==> src/rtl/six_bit_seq_divider.sv <==
// Multi-cycle restoring divider for the Mini-ALU: one quotient bit per clock, start/busy/done handshake.
// Optional two's-complement operation is enabled by defining SIGNED_DIV_EN.
module six_bit_seq_divider #(
  parameter int WIDTH = 6,
  parameter int CNT_W = 3
) (
  input  logic             clk,
  input  logic             rst_n,
  input  logic             start,
  input  logic [WIDTH-1:0] dividend,
  input  logic [WIDTH-1:0] divisor,
  output logic             busy,
  output logic             done,
  output logic [WIDTH-1:0] quotient,
  output logic [WIDTH-1:0] remainder,
  output logic             div_by_zero,
  output logic             overflow
);

  typedef enum logic [1:0] {
    ST_IDLE = 2'd0,
    ST_DIV  = 2'd1,
    ST_DONE = 2'd2
  } state_t;

  state_t state, state_nxt;

  logic [WIDTH-1:0] dvd_sh;
  logic [WIDTH-1:0] dvs;
  logic [WIDTH-1:0] prem;
  logic [WIDTH-1:0] quo;
  logic [CNT_W-1:0] cnt;

  logic             accept;
  logic             dvs_zero;
  logic             last_iter;
  logic [WIDTH-1:0] shifted;
  logic [WIDTH:0]   trial;
  logic             borrow;
  logic [WIDTH-1:0] prem_nxt;
  logic [WIDTH-1:0] quo_nxt;

  logic [WIDTH-1:0] op_dvd;
  logic [WIDTH-1:0] op_dvs;
  logic [WIDTH-1:0] res_q;
  logic [WIDTH-1:0] res_r;

  assign accept    = (state == ST_IDLE) && start;
  assign dvs_zero  = (divisor == '0);
  assign last_iter = (cnt == CNT_W'(WIDTH - 1));

  // Trial subtraction is one bit wider than the operands so the borrow lands in the MSB.
  always_comb begin
    shifted  = {prem[WIDTH-2:0], dvd_sh[WIDTH-1]};
    trial    = {1'b0, shifted} - {1'b0, dvs};
    borrow   = trial[WIDTH];
    prem_nxt = borrow ? shifted : trial[WIDTH-1:0];
    quo_nxt  = {quo[WIDTH-2:0], ~borrow};
  end

`ifdef SIGNED_DIV_EN
  logic signed [WIDTH-1:0] dvd_sgn;
  logic signed [WIDTH-1:0] dvs_sgn;
  logic                    neg_q;
  logic                    neg_r;
  logic                    ovf_pend;
  logic                    ovf_r;

  function automatic logic [WIDTH-1:0] twos_neg(input logic [WIDTH-1:0] v);
    return ~v + WIDTH'(1);
  endfunction

  function automatic logic [WIDTH-1:0] mag(input logic signed [WIDTH-1:0] v);
    return (v < 0) ? twos_neg(v) : v;
  endfunction

  assign dvd_sgn = $signed(dividend);
  assign dvs_sgn = $signed(divisor);
  assign op_dvd  = mag(dvd_sgn);
  assign op_dvs  = mag(dvs_sgn);
  assign res_q   = neg_q ? twos_neg(quo_nxt) : quo_nxt;
  assign res_r   = neg_r ? twos_neg(prem_nxt) : prem_nxt;

  // Sign fix-up flags ride alongside the unsigned core; the most-negative / -1 case wraps and is flagged.
  always_ff @(posedge clk) begin
    if (!rst_n) begin
      neg_q    <= 1'b0;
      neg_r    <= 1'b0;
      ovf_pend <= 1'b0;
      ovf_r    <= 1'b0;
    end else if (accept) begin
      neg_q    <= (dvd_sgn < 0) ^ (dvs_sgn < 0);
      neg_r    <= (dvd_sgn < 0);
      ovf_pend <= (dividend == {1'b1, {(WIDTH-1){1'b0}}}) && (divisor == '1);
      ovf_r    <= 1'b0;
    end else if ((state == ST_DIV) && last_iter) begin
      ovf_r    <= ovf_pend;
    end
  end

  assign overflow = ovf_r;
`else
  assign op_dvd   = dividend;
  assign op_dvs   = divisor;
  assign res_q    = quo_nxt;
  assign res_r    = prem_nxt;
  assign overflow = 1'b0;
`endif

  always_comb begin
    state_nxt = state;
    case (state)
      ST_IDLE: begin
        if (start) state_nxt = dvs_zero ? ST_DONE : ST_DIV;
      end
      ST_DIV: begin
        if (last_iter) state_nxt = ST_DONE;
      end
      ST_DONE: state_nxt = ST_IDLE;
      default: state_nxt = ST_IDLE;
    endcase
  end

  always_ff @(posedge clk) begin
    if (!rst_n) begin
      state       <= ST_IDLE;
      dvd_sh      <= '0;
      dvs         <= '0;
      prem        <= '0;
      quo         <= '0;
      cnt         <= '0;
      quotient    <= '0;
      remainder   <= '0;
      div_by_zero <= 1'b0;
    end else begin
      state <= state_nxt;
      case (state)
        ST_IDLE: begin
          if (start) begin
            dvd_sh      <= op_dvd;
            dvs         <= op_dvs;
            prem        <= '0;
            quo         <= '0;
            cnt         <= '0;
            div_by_zero <= 1'b0;
            // A zero divisor skips the core and publishes the fixed result immediately.
            if (dvs_zero) begin
              quotient    <= '1;
              remainder   <= dividend;
              div_by_zero <= 1'b1;
            end
          end
        end
        ST_DIV: begin
          dvd_sh <= {dvd_sh[WIDTH-2:0], 1'b0};
          prem   <= prem_nxt;
          quo    <= quo_nxt;
          cnt    <= cnt + CNT_W'(1);
          if (last_iter) begin
            quotient  <= res_q;
            remainder <= res_r;
          end
        end
        default: ;
      endcase
    end
  end

  assign busy = (state != ST_IDLE);
  assign done = (state == ST_DONE);

endmodule

==> config.mk <==
export PLATFORM = sky130hd
export DESIGN_NAME = six_bit_seq_divider
export DESIGN_NICKNAME = d
export VERILOG_FILES = /design/src/rtl/six_bit_seq_divider.sv
export SDC_FILE = /design/constraint.sdc
export NUM_CORES = 1
export LEC_CHECK = 0
export CAP_MARGIN = 15
export CORE_MARGIN = 2
export CORE_UTILIZATION = 26
export DETAILED_ROUTE_END_ITERATION = 7
export DONT_BUFFER_PORTS = 1
export PLACE_DENSITY_LB_ADDON = 0.15
export SLEW_MARGIN = 25
export SYNTH_ARGS = -nofsm -noshare
export SYNTH_HDL_FRONTEND = slang
export SYNTH_SLANG_ARGS = --single-unit
==> constraint.sdc <==
create_clock -name clk -period 1.85 [get_ports clk]
set_input_delay 0.2775 -clock clk [delete_from_list [all_inputs] [get_ports clk]]
set_output_delay 0.2775 -clock clk [all_outputs]
set_load 0.02 [all_outputs]
# Yosys cells after proc, flatten, opt, wreduce, memory -nomap -nowiden
# Index checks and enable logic that the tools add are counted.
# op_classes
addsub	2
eq_ne	6
mux	21
bitwise	1
reduce_logical	8
# ops
cell	count
6-bit two-way mux	8
6-bit case mux with 2 select lines	3
5-bit case mux with 2 select lines	2
6-bit by 6-bit subtractor with 7-bit output	1
6-bit logical NOT	1
2-bit two-way mux	3
2-bit inequality test (second input constant)	3
3-bit case mux with 2 select lines	1
2-bit AND reduction	3
5-bit two-way mux	1
2-bit case mux with 2 select lines	1
4-bit AND reduction	1
2-bit nonzero test	2
3-bit by 1-bit adder with 3-bit output (second input constant)	1
3-bit == test (second input constant)	1
3-bit two-way mux	1
2-bit by 1-bit == test with 1-bit output (second input constant)	1
2-bit == test (second input constant)	1
2-bit logical NOT	1
1-bit two-way mux	1
1-bit inverter	1
# word_totals
reg_bits	40
input_bits	15
out_inout_bits	16
elab_cells	47

# Longest topological paths before layout
# Gate-level depths: netlist of run 1.
# depth
depth_word	4
mapped_depth	9
ltp_nobuf	9

# Least setup slack after synthesis of run 1
# OpenSTA, ideal clock, no wires.
# synth_path
path_type	register to register
start	register dvd_sh[5]
end	register remainder[1]
setup_time_ns	0.122
arrival_ns	1.761
required_ns	1.728
setup_slack_ns	-0.033
path_stages_with_launch	10
n_path_buf	0
period_less_slack_ns	1.883
path_cell_list	dfxtp_1 > inv_1 > ha_1 > inv_1 > fa_1 > a21o_2 > and4_1 > o21ai_0 > and3_1 > o22ai_1
# synth_between
elab_chain_len	4
# synth_rtl
element	line_no	rtl
from (decl)	28	logic [WIDTH-1:0] dvd_sh;
from (signal assigned)	140	dvd_sh <= op_dvd;
from (signal assigned)	155	dvd_sh <= {dvd_sh[WIDTH-2:0], 1'b0};
6-bit by 6-bit subtractor with 7-bit output	55	trial = {1'b0, shifted} - {1'b0, dvs};
6-bit two-way mux	57	prem_nxt = borrow ? shifted : trial[WIDTH-1:0];
6-bit two-way mux	159	if (last_iter) begin
6-bit case mux with 2 select lines	137	case (state)
to (signal assigned)	149	remainder <= dividend;
to (signal assigned)	161	remainder <= res_r;
to (decl)	15	output logic [WIDTH-1:0] remainder,
# No other way between the ends. The select of a mux whose other input is x is not followed.
# A chain may end at the register's enable or synchronous reset.

# Worst setup path in the final report of run 1
# layout_path
start	register dvd_sh[5]
end	register remainder[0]
# layout_between
elab_chain_len	4
# layout_rtl
element	line_no
6-bit by 6-bit subtractor with 7-bit output	55
6-bit two-way mux *	57
6-bit two-way mux *	159
6-bit case mux with 2 select lines *	137
# Every way passes the cells marked *; elsewhere a longest branch is shown, timed or not. The select of a mux whose other input is x is not followed.

==> results of run 1 <==
[metrics by stage]
| step | worst slack, ns | cells | utilization, % | TNS, ns |
|---|---|---|---|---|
| finish | -0.0839 | 360 | 32.6 | -0.400 |
| global placement | -0.137 | 352 | 29.9 | -0.905 |
| CTS | -0.0974 | 360 | 32.5 | -0.462 |
| global route | -0.213 | 360 | 32.6 | -1.66 |
| detailed placement | -0.177 | 352 | 29.9 | -1.13 |
| floorplan | 0.0113 | 239 | - | 0 |
[power breakdown]
group | total (W) | internal (W) | switching (W)
registers | 0.000926 | 0.000897 | 0.0000295
clock network | 0.000777 | 0.000441 | 0.000335
logic | 0.000454 | 0.000224 | 0.000230
[state kept, by name (all words and copies together) (netlist names)]
signal and count:
dvd_sh 6, dvs 6, quotient 6, remainder 6
prem 5, quo 5, cnt 3, state 2
div_by_zero 1
[worst max-delay path by stage]
stage / startpoint / end / slack [ns] / cells past startpoint
final: dvd_sh[5] / remainder[0] / -0.08 / 9
after CTS: dvd_sh[5] / remainder[0] / -0.1 / 9
after global placement: dvd_sh[5] / remainder[0] / -0.14 / 9
after global routing: dvd_sh[5] / remainder[2] / -0.21 / 9
after floorplan: dvd_sh[5] / remainder[1] / 0.01 / 9
after detailed placement: dvd_sh[5] / remainder[3] / -0.18 / 9
[layout make-up]
cell class	count	share of cell area (%)
Multi-Input combinational cell	174	48.4
Tap cell	102	5.13
Sequential cell	40	32.3
Clock buffer	6	3.32
Timing Repair Buffer	26	7.84
Inverter	10	1.51
Clock inverter	2	1.56
[worst max-delay path, cell delays in order, from the launching register on]
cell                       delay (ns)
sky130_fd_sc_hd__dfxtp_2         0.33
sky130_fd_sc_hd__inv_2           0.07
sky130_fd_sc_hd__ha_4            0.13
sky130_fd_sc_hd__inv_2           0.03
sky130_fd_sc_hd__fa_2            0.34
sky130_fd_sc_hd__a21o_4          0.23
sky130_fd_sc_hd__nand4_1         0.18
sky130_fd_sc_hd__nand2_2         0.13
sky130_fd_sc_hd__o211ai_1        0.26
sky130_fd_sc_hd__a31oi_1         0.12
[layer usage]
layer / vias to the layer above / GRT usage, % / routed length [µm]
met1: 763 / 14.5 / 2280
li1: 877 / - / -
met3: 5 / 3.66 / 214
met5: - / 0 / 0
met2: 16 / 23.2 / 2510
met4: 0 / 4.48 / 64
[layout by cell type (no fill, tap or decap), types with 5 or more instances in the layout]
cell type,instances
sky130_fd_sc_hd__a21oi_1,14
sky130_fd_sc_hd__a22oi_1,5
sky130_fd_sc_hd__a31oi_1,5
sky130_fd_sc_hd__buf_4,26
sky130_fd_sc_hd__clkbuf_8,6
sky130_fd_sc_hd__dfxtp_1,38
sky130_fd_sc_hd__ha_1,6
sky130_fd_sc_hd__inv_1,8
sky130_fd_sc_hd__mux2i_1,5
sky130_fd_sc_hd__nand2_1,24
sky130_fd_sc_hd__nand2b_1,5
sky130_fd_sc_hd__nor2_1,21
sky130_fd_sc_hd__nor2b_1,18
sky130_fd_sc_hd__o211a_1,10
sky130_fd_sc_hd__o21ai_1,6
[timing repair]
action / CTS / global route
resized for setup: 22 / 2
endpoints found under the setup margin: 11 / 13
pin swaps: 14 / 5
[kinds of logic (layout without fill, tap and decap cells)]
group | Yosys count | in the layout | share of synthesized area [%]
other | 1 | 1 | 0.184
and+or+nand+nor | 89 | 89 | 22.4
muxes | 6 | 6 | 3.01
DFF | 40 | 40 | 39.3
xor gates and xnor gates | 2 | 2 | 0.859
adders and majority gates | 9 | 9 | 5.89
AOI/OAI and AO/OA | 67 | 67 | 22.9
buffers and inverters | 25 | 44 | 5.46
==> impl_metrics.prom, run 1 <==
# TYPE chip_impl_metric gauge
chip_impl_info{name="result_of_the_run",value="finished, violations left"} 1
chip_impl_info{name="violated_checks",value="setup timing"} 1
chip_impl_metric{name="max_rail_drop_vdd",unit="µV"} 385
chip_impl_metric{name="synthCells",unit=""} 239
chip_impl_info{name="tritoncts",value="yes"} 1
chip_impl_metric{name="hold-path-cell-count",unit=""} 1
chip_impl_metric{name="fmax",unit="MHz"} 517
chip_impl_metric{name="power_density",unit="nW/µm²"} 866
chip_impl_metric{name="n_diodes",unit=""} 0
chip_impl_metric{name="die_area",unit="µm²"} 8570
chip_impl_info{name="worst_hold_startpoint",value="rst_n"} 1
chip_impl_metric{name="track_usage",unit="%"} 12.9
chip_impl_metric{name="clkSlewWorstSetupHoldPaths",unit="ns"} 0.09
chip_impl_metric{name="ys_ff_latch",unit=""} 40
chip_impl_metric{name="routabilityCongestion",unit=""} 0.776
chip_impl_metric{name="grt_antenna_before_repair",unit=""} 0
chip_impl_metric{name="worst_slew_pin_slew",unit="ns"} 0.622
chip_impl_info{name="end_kind",value="flip-flop"} 1
chip_impl_metric{name="synthToLayoutAreaGrowth",unit="%"} 22.1
chip_impl_metric{name="io-pin-count",unit=""} 31
chip_impl_info{name="hold_path_end",value="dvd_sh[4]"} 1
chip_impl_metric{name="hold_violations",unit=""} 0
chip_impl_info{name="list_of_most_frequent_post_synthesis_cells",value="sky130_fd_sc_hd__dfxtp_1, sky130_fd_sc_hd__nand2_1, sky130_fd_sc_hd__nor2_1, sky130_fd_sc_hd__nor2b_1, sky130_fd_sc_hd__a21oi_1"} 1
chip_impl_metric{name="htreeDepth",unit=""} 2
chip_impl_metric{name="grt_first_pass_wirelength",unit="mm"} 8.70
chip_impl_metric{name="seq_area_frac_synth",unit="%"} 39.3
chip_impl_metric{name="finalWorstSetupSlack",unit="ns"} -0.0839
chip_impl_metric{name="final.fill_count",unit=""} 834
chip_impl_metric{name="finalClockSkew",unit="ns"} 0.00904
chip_impl_metric{name="dpl_cell_area",unit="µm²"} 2290
chip_impl_metric{name="clkSinkCount",unit=""} 40
chip_impl_metric{name="numCtsBuffers",unit=""} 5
chip_impl_metric{name="worst_hold_slack",unit="ns"} 0.0941
chip_impl_info{name="root_buffer",value="sky130_fd_sc_hd__clkbuf_8"} 1
chip_impl_metric{name="maxCapViolCount",unit=""} 0
chip_impl_info{name="worstSetupStartpointType",value="flip-flop"} 1
chip_impl_metric{name="hpwlAfterDp",unit="mm"} 3.69
chip_impl_info{name="yosys.cell_count.top_type",value="sky130_fd_sc_hd__dfxtp_1"} 1
chip_impl_metric{name="fraction_of_layout_cells_with_a_size_suffix_above_1",unit="%"} 23.3
chip_impl_info{name="ys_top_cells_by_area",value="sky130_fd_sc_hd__dfxtp_1, sky130_fd_sc_hd__nor2b_1, sky130_fd_sc_hd__ha_1"} 1
chip_impl_metric{name="final_max_slew_viol_count",unit=""} 0
chip_impl_metric{name="insertion_delay",unit="ns"} 0.30
chip_impl_metric{name="routed_wl",unit="mm"} 5.07
chip_impl_metric{name="number_of_global_route_vias_before_repair",unit=""} 1762
chip_impl_metric{name="drt_drc_violations_left",unit=""} 0
chip_impl_metric{name="static-leakage-power",unit="nW"} 1.05
chip_impl_metric{name="ctsLongestPathBuffers",unit=""} 2
chip_impl_metric{name="worst-r2r-setup-slack",unit="ns"} -0.08
chip_impl_metric{name="routed_wire_length_per_instance",unit="µm"} 14.1
chip_impl_metric{name="p_total",unit="W"} 0.00216
chip_impl_metric{name="post_cts_setup_driven_buffer_insertion_count",unit=""} 0
chip_impl_metric{name="die_x",unit="µm"} 92.6
chip_impl_metric{name="yosys_warnings",unit=""} 0
chip_impl_metric{name="mappedNetlistArea",unit="µm²"} 2040
chip_impl_metric{name="maxSlewHeadroom",unit="%"} 58.5
chip_impl_metric{name="multi_input_comb_area",unit="µm²"} 1200
chip_impl_info{name="hold_path.class",value="in -> reg"} 1
chip_impl_metric{name="crit_arrival",unit="ns"} 2.12
chip_impl_metric{name="crit_path_max_fanout",unit=""} 5
chip_impl_metric{name="synth-edff-count",unit=""} 0
chip_impl_metric{name="synthDominantCellAreaShare",unit="%"} 39.3
chip_impl_metric{name="setup_violations",unit=""} 7
chip_impl_metric{name="mapped_avg_cell_area",unit="µm²"} 8.53
chip_impl_metric{name="synth_cell_type_count",unit=""} 47
chip_impl_metric{name="detailedRoute.firstIterationViolations",unit=""} 64
chip_impl_metric{name="core_region_area",unit="µm²"} 7650
chip_impl_info{name="rsz0062_at_grt",value="true"} 1
chip_impl_metric{name="die_y",unit="µm"} 92.6
chip_impl_metric{name="route.detailed.vias_per_inst",unit=""} 4.61
chip_impl_info{name="synthFlopType",value="sky130_fd_sc_hd__dfxtp_1"} 1
chip_impl_metric{name="timing.critical_path.required",unit="ns"} 2.03
chip_impl_metric{name="rows",unit=""} 32
chip_impl_info{name="critPathKind",value="reg -> reg"} 1
chip_impl_metric{name="finalNetCount",unit=""} 281
chip_impl_metric{name="drt.antenna.violating_nets",unit=""} 0
chip_impl_metric{name="cts.hold.buffers_added",unit=""} 0
chip_impl_info{name="critical_path.reg2reg.startpoint",value="dvd_sh[5]"} 1
chip_impl_metric{name="grt_start_max_net_pins",unit=""} 43
chip_impl_metric{name="num_vias",unit=""} 1661
chip_impl_metric{name="reg2regPathDepth",unit=""} 9
chip_impl_metric{name="area_occupied_by_registers",unit="µm²"} 803
chip_impl_metric{name="floorplan.initialDensity",unit="%"} 26.7
chip_impl_metric{name="final_design_area_no_fill",unit="µm²"} 2490
chip_impl_info{name="critical_path.reg2reg.endpoint",value="remainder[0]"} 1
chip_impl_metric{name="grt_overflow",unit=""} 0
chip_impl_metric{name="async_reset_ff_share",unit="%"} 0
chip_impl_metric{name="final.min_clock_period",unit="ns"} 1.93
chip_impl_metric{name="synth_nets",unit=""} 263
chip_impl_info{name="yosys.area.top_type",value="sky130_fd_sc_hd__dfxtp_1"} 1
chip_impl_metric{name="dr.pass1.iters",unit=""} 4
chip_impl_metric{name="fin_crit_sh",unit="%"} 105
chip_impl_metric{name="buffer_ports.inserted",unit=""} 0
Note: power is estimated with default switching activity, not from simulation.
==> run 2: changes to the inputs <==
--- a/config.mk
+++ b/config.mk
@@ -6,6 +6,8 @@
 export NUM_CORES = 1
 export LEC_CHECK = 0
 export CAP_MARGIN = 15
+export CELL_PAD_IN_SITES_DETAIL_PLACEMENT = 0
+export CELL_PAD_IN_SITES_GLOBAL_PLACEMENT = 1
 export CORE_MARGIN = 2
 export CORE_UTILIZATION = 26
 export DETAILED_ROUTE_END_ITERATION = 7
==> run 2 against run 1 <==
  * The run still ends with setup timing left
  * Wire length rose by 2.3%
  * Power fell by 1.0%
  * Hold slack improved by 0.0073 ns
  * Core utilization rose by 0.36 points
  * First-iteration DRC count rose by 44%
  * Worst setup slack improved by 0.047 ns
  * Clock power fell by 4.4%
  * Combinational power rose by 3%
  * Cell area rose by 1.1%
  * Global-route usage rose by 0.26 points
  * Die area did not move
  * Largest cell class unchanged
  * Highest routed layer unchanged
==> impl_metrics.prom, run 2 (synthesis results as in run 1) <==
# TYPE chip_impl_metric gauge
chip_impl_metric{name="crit_arrival",unit="ns"} 2.08
chip_impl_metric{name="fraction_of_layout_cells_with_a_size_suffix_above_1",unit="%"} 23.8
chip_impl_metric{name="grt_antenna_before_repair",unit=""} 0
chip_impl_metric{name="num_vias",unit=""} 1681
chip_impl_metric{name="place_worst_setup_slack",unit="ns"} -0.180
chip_impl_info{name="violated_checks",value="setup timing"} 1
chip_impl_metric{name="met3_length",unit="µm"} 213
chip_impl_metric{name="finalClockSkew",unit="ns"} 0.0111
chip_impl_metric{name="core_region_area",unit="µm²"} 7650
chip_impl_metric{name="routabilityCongestion",unit=""} 0.723
chip_impl_metric{name="met2WireLength",unit="mm"} 2.59
chip_impl_metric{name="ctsLongestPathBuffers",unit=""} 2
chip_impl_metric{name="route.detailed.vias_per_inst",unit=""} 4.63
chip_impl_info{name="setup.worst_path.start",value="dvd_sh[5]"} 1
chip_impl_info{name="worst_path_most_repeated_cell",value="sky130_fd_sc_hd__inv_2"} 1
chip_impl_metric{name="final_max_slew_viol_count",unit=""} 0
chip_impl_info{name="rsz0062_at_grt",value="true"} 1
chip_impl_metric{name="insertion_delay",unit="ns"} 0.30
chip_impl_metric{name="routed_wire_length_per_instance",unit="µm"} 14.3
chip_impl_metric{name="fin_util",unit="%"} 32.9
chip_impl_metric{name="grt_start_max_net_pins",unit=""} 43
chip_impl_metric{name="rows",unit=""} 32
chip_impl_metric{name="die_y",unit="µm"} 92.6
chip_impl_metric{name="routed_wl",unit="mm"} 5.18
chip_impl_metric{name="final_cells",unit=""} 363
chip_impl_metric{name="detailedRoute.firstIterationViolations",unit=""} 92
chip_impl_metric{name="die_x",unit="µm"} 92.6
chip_impl_info{name="commonest_non_fill_non_tap_cell_in_the_layout",value="sky130_fd_sc_hd__dfxtp_1"} 1
chip_impl_metric{name="numCtsBuffers",unit=""} 5
chip_impl_metric{name="final.min_clock_period",unit="ns"} 1.89
chip_impl_metric{name="dr.pass1.iters",unit=""} 4
chip_impl_info{name="tritoncts",value="yes"} 1
chip_impl_metric{name="timing.critical_path.required",unit="ns"} 2.04
chip_impl_metric{name="drt.antenna.violating_nets",unit=""} 0
chip_impl_metric{name="die_area",unit="µm²"} 8570
chip_impl_metric{name="final.fill_count",unit=""} 821
chip_impl_metric{name="io-pin-count",unit=""} 31
chip_impl_metric{name="setup_violations",unit=""} 6
chip_impl_metric{name="drt_drc_violations_left",unit=""} 0
chip_impl_metric{name="maxCapViolCount",unit=""} 0
chip_impl_metric{name="crit_path_max_fanout",unit=""} 4
chip_impl_info{name="worstSetupStartpointType",value="flip-flop"} 1
chip_impl_metric{name="fin_crit_sh",unit="%"} 102
chip_impl_metric{name="htreeDepth",unit=""} 2
chip_impl_metric{name="number_of_global_route_vias_before_repair",unit=""} 1717
chip_impl_metric{name="cp_slowest_stage_delay",unit="ns"} 0.34
chip_impl_metric{name="n_diodes",unit=""} 0
chip_impl_metric{name="power_density",unit="nW/µm²"} 848
chip_impl_metric{name="grt_overflow",unit=""} 0
chip_impl_metric{name="clkSinkCount",unit=""} 40
chip_impl_metric{name="track_usage",unit="%"} 13.1
chip_impl_metric{name="dpl_cell_area",unit="µm²"} 2290
chip_impl_metric{name="grt_first_pass_wirelength",unit="mm"} 8.67
chip_impl_info{name="cp_cell_sequence",value="inv_2 -> ha_4 -> inv_2 -> fa_2 -> a21o_4 -> nand4_1 -> a32oi_1 -> a31oi_2 -> o221a_2"} 1
chip_impl_metric{name="finalNetCount",unit=""} 284
chip_impl_metric{name="area_occupied_by_registers",unit="µm²"} 803
chip_impl_metric{name="synthToLayoutAreaGrowth",unit="%"} 23.4
chip_impl_info{name="end_kind",value="flip-flop"} 1
chip_impl_info{name="root_buffer",value="sky130_fd_sc_hd__clkbuf_8"} 1
chip_impl_metric{name="hold_violations",unit=""} 0
chip_impl_info{name="critical_path.reg2reg.startpoint",value="dvd_sh[5]"} 1
chip_impl_metric{name="buffer_ports.inserted",unit=""} 0
chip_impl_info{name="result_of_the_run",value="finished, violations left"} 1
chip_impl_info{name="worst_hold_startpoint",value="rst_n"} 1
chip_impl_info{name="hold_path.class",value="in -> reg"} 1
chip_impl_metric{name="max_rail_drop_vdd",unit="µV"} 292
chip_impl_info{name="slowest_stage",value="sky130_fd_sc_hd__dfxtp_2"} 1
chip_impl_metric{name="finalWorstSetupSlack",unit="ns"} -0.0372
chip_impl_metric{name="cts.hold.buffers_added",unit=""} 0
chip_impl_metric{name="p_total",unit="W"} 0.00214
chip_impl_metric{name="static-leakage-power",unit="nW"} 1.07
chip_impl_metric{name="multi_input_comb_area",unit="µm²"} 1200
chip_impl_metric{name="placedCellCount",unit=""} 350
chip_impl_info{name="final_cell_mix",value="sky130_fd_sc_hd__dfxtp_1, sky130_fd_sc_hd__buf_4, sky130_fd_sc_hd__nand2_1"} 1
chip_impl_info{name="highest_layer",value="met4"} 1
chip_impl_info{name="critPathKind",value="reg -> reg"} 1
chip_impl_metric{name="final_design_area_no_fill",unit="µm²"} 2520
chip_impl_metric{name="drt-met1-wl",unit="mm"} 2.30
chip_impl_metric{name="hpwlAfterDp",unit="mm"} 3.76
chip_impl_metric{name="fmax",unit="MHz"} 530
chip_impl_metric{name="floorplan.initialDensity",unit="%"} 26.7
chip_impl_metric{name="clkSlewWorstSetupHoldPaths",unit="ns"} 0.09
## run 2: metrics by stage
step	hold slack, ns	TNS (ns)
after floorplan	0.389	0
after global placement	0.409	-1.39
after detailed placement	0.410	-1.32
after CTS	0.0851	-0.591
after global routing	0.0807	-1.41
final	0.101	-0.143
## run 2: what timing repair did
action	in CTS	in global routing
gates resized for setup	19	5
gates cloned	0	0
pin swaps	20	11
setup buffers	2	3
endpoints found under the setup margin	13	13
## run 2: layout make-up
| type | instances | share of cell area (%) |
|---|---|---|
| Clock buffer | 5 | 2.73 |
| Clock inverter | 3 | 1.89 |
| Inverter | 10 | 1.49 |
| Multi-Input combinational cell | 174 | 47.8 |
| Sequential cell | 40 | 31.9 |
| Tap cell | 102 | 5.07 |
| Timing Repair Buffer | 29 | 9.15 |
## run 2: path summary, 6_finish.rpt
check	end	slack, ns	depth (start not counted)
max	remainder[5]	-0.04	9
min	quotient[5]	0.10	1
max reg2reg	remainder[5]	-0.04	9
min reg2reg	dvd_sh[2]	0.50	1
## run 2: power breakdown
group          internal (W)  switching, W  total, W
Clock              0.000407      0.000336  0.000743
Sequential         0.000897     0.0000294  0.000926
Combinational      0.000229      0.000237  0.000466
Total               0.00153      0.000603   0.00214
## run 2: worst max-delay path, delay by kind of cell (launching register included)
kind,cells,cell delay [ns]
DFF,1,0.34
and+or+nand+nor,1,0.19
adders and majority gates,2,0.35
AOI/OAI and AO/OA,4,0.82
buffers and inverters,2,0.09
## run 2: routing by layer
metal / up-vias / global-route usage (%)
li1: 877 / -
met1: 776 / 15.7
met2: 22 / 22.8
met3: 6 / 3.50
met4: 0 / 4.48
met5: - / 0
==> run 3: changes to the inputs <==
--- a/config.mk
+++ b/config.mk
@@ -5,11 +5,12 @@
 export SDC_FILE = /design/constraint.sdc
 export NUM_CORES = 1
 export LEC_CHECK = 0
+export ABC_AREA = 1
 export CAP_MARGIN = 15
 export CELL_PAD_IN_SITES_DETAIL_PLACEMENT = 0
 export CELL_PAD_IN_SITES_GLOBAL_PLACEMENT = 1
 export CORE_MARGIN = 2
-export CORE_UTILIZATION = 26
+export CORE_UTILIZATION = 40
 export DETAILED_ROUTE_END_ITERATION = 7
 export DONT_BUFFER_PORTS = 1
 export PLACE_DENSITY_LB_ADDON = 0.15
==> run 3 against run 2 <==
  * The flow now finishes without violations
  * Worst setup slack better by 0.21 ns
  * Cell count up 0.55%
  * Count of clock-buffer cells in the layout stayed put
  * Critical path depth rose by 2
  * Power rose by 9.5%
  * Die area is 34% lower
  * Flip-flop and latch count unchanged
  * Cell area fell by 9.8%
  * Largest cell class unchanged
  * Highest routed layer unchanged
==> impl_metrics.prom, run 3 <==
# TYPE chip_impl_metric gauge
chip_impl_metric{name="synth_cell_type_count",unit=""} 30
chip_impl_metric{name="final_max_slew_viol_count",unit=""} 0
chip_impl_info{name="yosys.area.top_type",value="sky130_fd_sc_hd__dfxtp_1"} 1
chip_impl_info{name="hold_path.class",value="in -> reg"} 1
chip_impl_metric{name="max_rail_drop_vdd",unit="µV"} 504
chip_impl_metric{name="post_synth_xor_area_fraction",unit="%"} 0.431
chip_impl_metric{name="drt.antenna.violating_nets",unit=""} 0
chip_impl_metric{name="insertion_delay",unit="ns"} 0.29
chip_impl_metric{name="n_diodes",unit=""} 0
chip_impl_metric{name="die_y",unit="µm"} 75.3
chip_impl_metric{name="floorplan.initialDensity",unit="%"} 42.2
chip_impl_metric{name="async_reset_ff_share",unit="%"} 0
chip_impl_metric{name="crit_arrival",unit="ns"} 1.91
chip_impl_info{name="result_of_the_run",value="finished, final reports clean"} 1
chip_impl_metric{name="setup_tns",unit="ns"} 0
chip_impl_metric{name="synthCells",unit=""} 290
chip_impl_metric{name="io-pin-count",unit=""} 31
chip_impl_metric{name="fin_crit_sh",unit="%"} 90.6
chip_impl_info{name="tritoncts",value="yes"} 1
chip_impl_info{name="rsz0062_at_grt",value="false"} 1
chip_impl_info{name="root_buffer",value="sky130_fd_sc_hd__clkbuf_8"} 1
chip_impl_metric{name="track_usage",unit="%"} 18.8
chip_impl_metric{name="ctsLongestPathBuffers",unit=""} 2
chip_impl_metric{name="final.min_clock_period",unit="ns"} 1.68
chip_impl_metric{name="finalClockSkew",unit="ns"} 0.00309
chip_impl_metric{name="die_area",unit="µm²"} 5670
chip_impl_metric{name="yosys_warnings",unit=""} 0
chip_impl_metric{name="grt_start_max_net_pins",unit=""} 26
chip_impl_metric{name="synth_compound_gate_area_share",unit="%"} 14.8
chip_impl_metric{name="num_vias",unit=""} 1757
chip_impl_info{name="end_kind",value="flip-flop"} 1
chip_impl_info{name="worstSetupStartpointType",value="flip-flop"} 1
chip_impl_info{name="final_cell_mix",value="sky130_fd_sc_hd__nand2_1, sky130_fd_sc_hd__inv_1, sky130_fd_sc_hd__dfxtp_1"} 1
chip_impl_metric{name="muxShareOfSynthArea",unit="%"} 0
chip_impl_metric{name="fraction_of_layout_cells_with_a_size_suffix_above_1",unit="%"} 13.8
chip_impl_metric{name="synthToLayoutAreaGrowth",unit="%"} 11.7
chip_impl_info{name="yosys.cell_count.top_type",value="sky130_fd_sc_hd__nand2_1"} 1
chip_impl_metric{name="route.detailed.vias_per_inst",unit=""} 4.81
chip_impl_metric{name="hpwlAfterDp",unit="mm"} 3.50
chip_impl_info{name="ys_top_cells_by_area",value="sky130_fd_sc_hd__dfxtp_1, sky130_fd_sc_hd__nand2_1, sky130_fd_sc_hd__inv_1"} 1
chip_impl_metric{name="dr.pass1.iters",unit=""} 4
chip_impl_info{name="commonest_non_fill_non_tap_cell_in_the_layout",value="sky130_fd_sc_hd__nand2_1"} 1
chip_impl_metric{name="post_cts_setup_driven_buffer_insertion_count",unit=""} 0
chip_impl_metric{name="number_of_global_route_vias_before_repair",unit=""} 1709
chip_impl_metric{name="numCtsBuffers",unit=""} 5
chip_impl_metric{name="drt_drc_violations_left",unit=""} 0
chip_impl_metric{name="synth_simple_gate_area_share",unit="%"} 29.0
chip_impl_metric{name="finalWorstSetupSlack",unit="ns"} 0.174
chip_impl_metric{name="mapped_avg_cell_area",unit="µm²"} 7.01
chip_impl_metric{name="rows",unit=""} 25
chip_impl_info{name="synthFlopType",value="sky130_fd_sc_hd__dfxtp_1"} 1
chip_impl_metric{name="synth-edff-count",unit=""} 0
chip_impl_metric{name="place_worst_setup_slack",unit="ns"} 0.153
chip_impl_metric{name="detailedRoute.firstIterationViolations",unit=""} 93
chip_impl_metric{name="buffer_ports.inserted",unit=""} 0
chip_impl_metric{name="routed_wl",unit="mm"} 4.69
chip_impl_info{name="main_combinational_cell_family_by_area_after_synthesis",value="simple AND/OR/NAND/NOR gates"} 1
chip_impl_metric{name="mappedNetlistArea",unit="µm²"} 2030
chip_impl_metric{name="yosys.area_share.adder",unit="%"} 5.91
chip_impl_metric{name="fin_util",unit="%"} 47.1
chip_impl_info{name="critPathKind",value="reg -> reg"} 1
chip_impl_metric{name="ys_ff_latch",unit=""} 40
chip_impl_metric{name="routabilityCongestion",unit=""} 0.839
chip_impl_metric{name="clkSinkCount",unit=""} 40
chip_impl_metric{name="grt_antenna_before_repair",unit=""} 0
chip_impl_metric{name="core_region_area",unit="µm²"} 4820
chip_impl_metric{name="setup_violations",unit=""} 0
chip_impl_metric{name="die_x",unit="µm"} 75.3
chip_impl_metric{name="clkSlewWorstSetupHoldPaths",unit="ns"} 0.08
chip_impl_metric{name="power_density",unit="nW/µm²"} 1030
chip_impl_metric{name="crit_path_max_fanout",unit=""} 6
chip_impl_metric{name="synth_nets",unit=""} 314
chip_impl_metric{name="finalNetCount",unit=""} 321
chip_impl_metric{name="timing.critical_path.required",unit="ns"} 2.09
chip_impl_metric{name="synthDominantCellAreaShare",unit="%"} 39.4
chip_impl_metric{name="grt_overflow",unit=""} 0
chip_impl_metric{name="grt_first_pass_wirelength",unit="mm"} 7.97
chip_impl_metric{name="static-leakage-power",unit="nW"} 1.08
chip_impl_metric{name="hold_violations",unit=""} 0
chip_impl_metric{name="fmax",unit="MHz"} 597
chip_impl_metric{name="maxCapViolCount",unit=""} 0
chip_impl_metric{name="final_design_area_no_fill",unit="µm²"} 2270
chip_impl_metric{name="seq_area_frac_synth",unit="%"} 39.4
chip_impl_metric{name="dpl_cell_area",unit="µm²"} 2140
chip_impl_metric{name="htreeDepth",unit=""} 2
chip_impl_metric{name="routed_wire_length_per_instance",unit="µm"} 12.8
chip_impl_info{name="list_of_most_frequent_post_synthesis_cells",value="sky130_fd_sc_hd__nand2_1, sky130_fd_sc_hd__dfxtp_1, sky130_fd_sc_hd__inv_1, sky130_fd_sc_hd__nor2_1, sky130_fd_sc_hd__a21oi_1"} 1
-- run 3: cell count changes in the layout (fill, tap and decap cells not counted), sizes merged, moves of 6 or more --
cell,change
o211a,-10
nand3,+19
a22oi,-6
inv,+30
nor2,+16
a21oi,+15
nor2b,-18
nand2,+35
buf,-19
o21ai,+8
-- run 3: repair_timing --
| item | in CTS | in global routing |
|---|---|---|
| hold buffers | 0 | 0 |
| resized for setup | 0 | 7 |
| setup endpoints to repair | 0 | 5 |
-- run 3: cells by family after synthesis --
family / Yosys count
AOI/OAI and AO/OA: 53
xor gates and xnor gates: 1
adders and majority gates: 9
buffers and inverters: 51
DFF: 40
other: 1
and+or+nand+nor: 135
-- run 3: final timing paths --
| kind | from | end | slack [ns] | depth (start not counted) |
|---|---|---|---|---|
| max | dvs[2] | remainder[5] | 0.17 | 11 |
| min | rst_n | prem[2] | 0.08 | 2 |
| max reg2reg | dvs[2] | remainder[5] | 0.17 | 11 |
| min reg2reg | dvs[5] | dvs[5] | 0.47 | 2 |
-- run 3: power by group --
group / internal, W / total [W] / switching [W]
Combinational: 0.000221 / 0.000585 / 0.000364
Sequential: 0.000948 / 0.00104 / 0.0000929
Clock: 0.000399 / 0.000711 / 0.000312
Total: 0.00157 / 0.00234 / 0.000769
-- run 3: stage by stage --
step	power [W]	cells	hold slack (ns)
after floorplan	0.00148	290	0.416
after detailed placement	0.00164	357	0.383
after global placement	0.00164	357	0.380
after CTS	0.00235	365	0.0779
after global routing	0.00249	365	0.0773
final	0.00234	365	0.0833
-- run 3: final cells by class --
type	count	area, µm²
Fill cell	533	2550
Multi-Input combinational cell	199	1040
Sequential cell	40	802
Inverter	41	156
Tap cell	67	83.8
Timing Repair Buffer	10	75.1
Clock buffer	5	68.8
Clock inverter	3	42.5
-- run 3: layer usage --
layer / GRT usage, % / wire [µm] / up-vias
met1: 24.0 / 2230 / 793
met4: 6.04 / 61 / 0
met2: 31.8 / 2240 / 21
met5: 0 / 0 / -
li1: - / - / 938
met3: 4.15 / 147 / 5
-- run 3: critical path: stages (launching register included) --
cell and delay [ns]:
sky130_fd_sc_hd__dfxtp_1 0.31, sky130_fd_sc_hd__inv_1 0.05, sky130_fd_sc_hd__ha_1 0.39, sky130_fd_sc_hd__nand2_1 0.08, sky130_fd_sc_hd__nor2_1 0.13, sky130_fd_sc_hd__nand2_2 0.08, sky130_fd_sc_hd__inv_1 0.05, sky130_fd_sc_hd__nor2_1 0.04
sky130_fd_sc_hd__buf_4 0.14, sky130_fd_sc_hd__nor2_1 0.12, sky130_fd_sc_hd__nand2_1 0.10, sky130_fd_sc_hd__a21oi_2 0.13
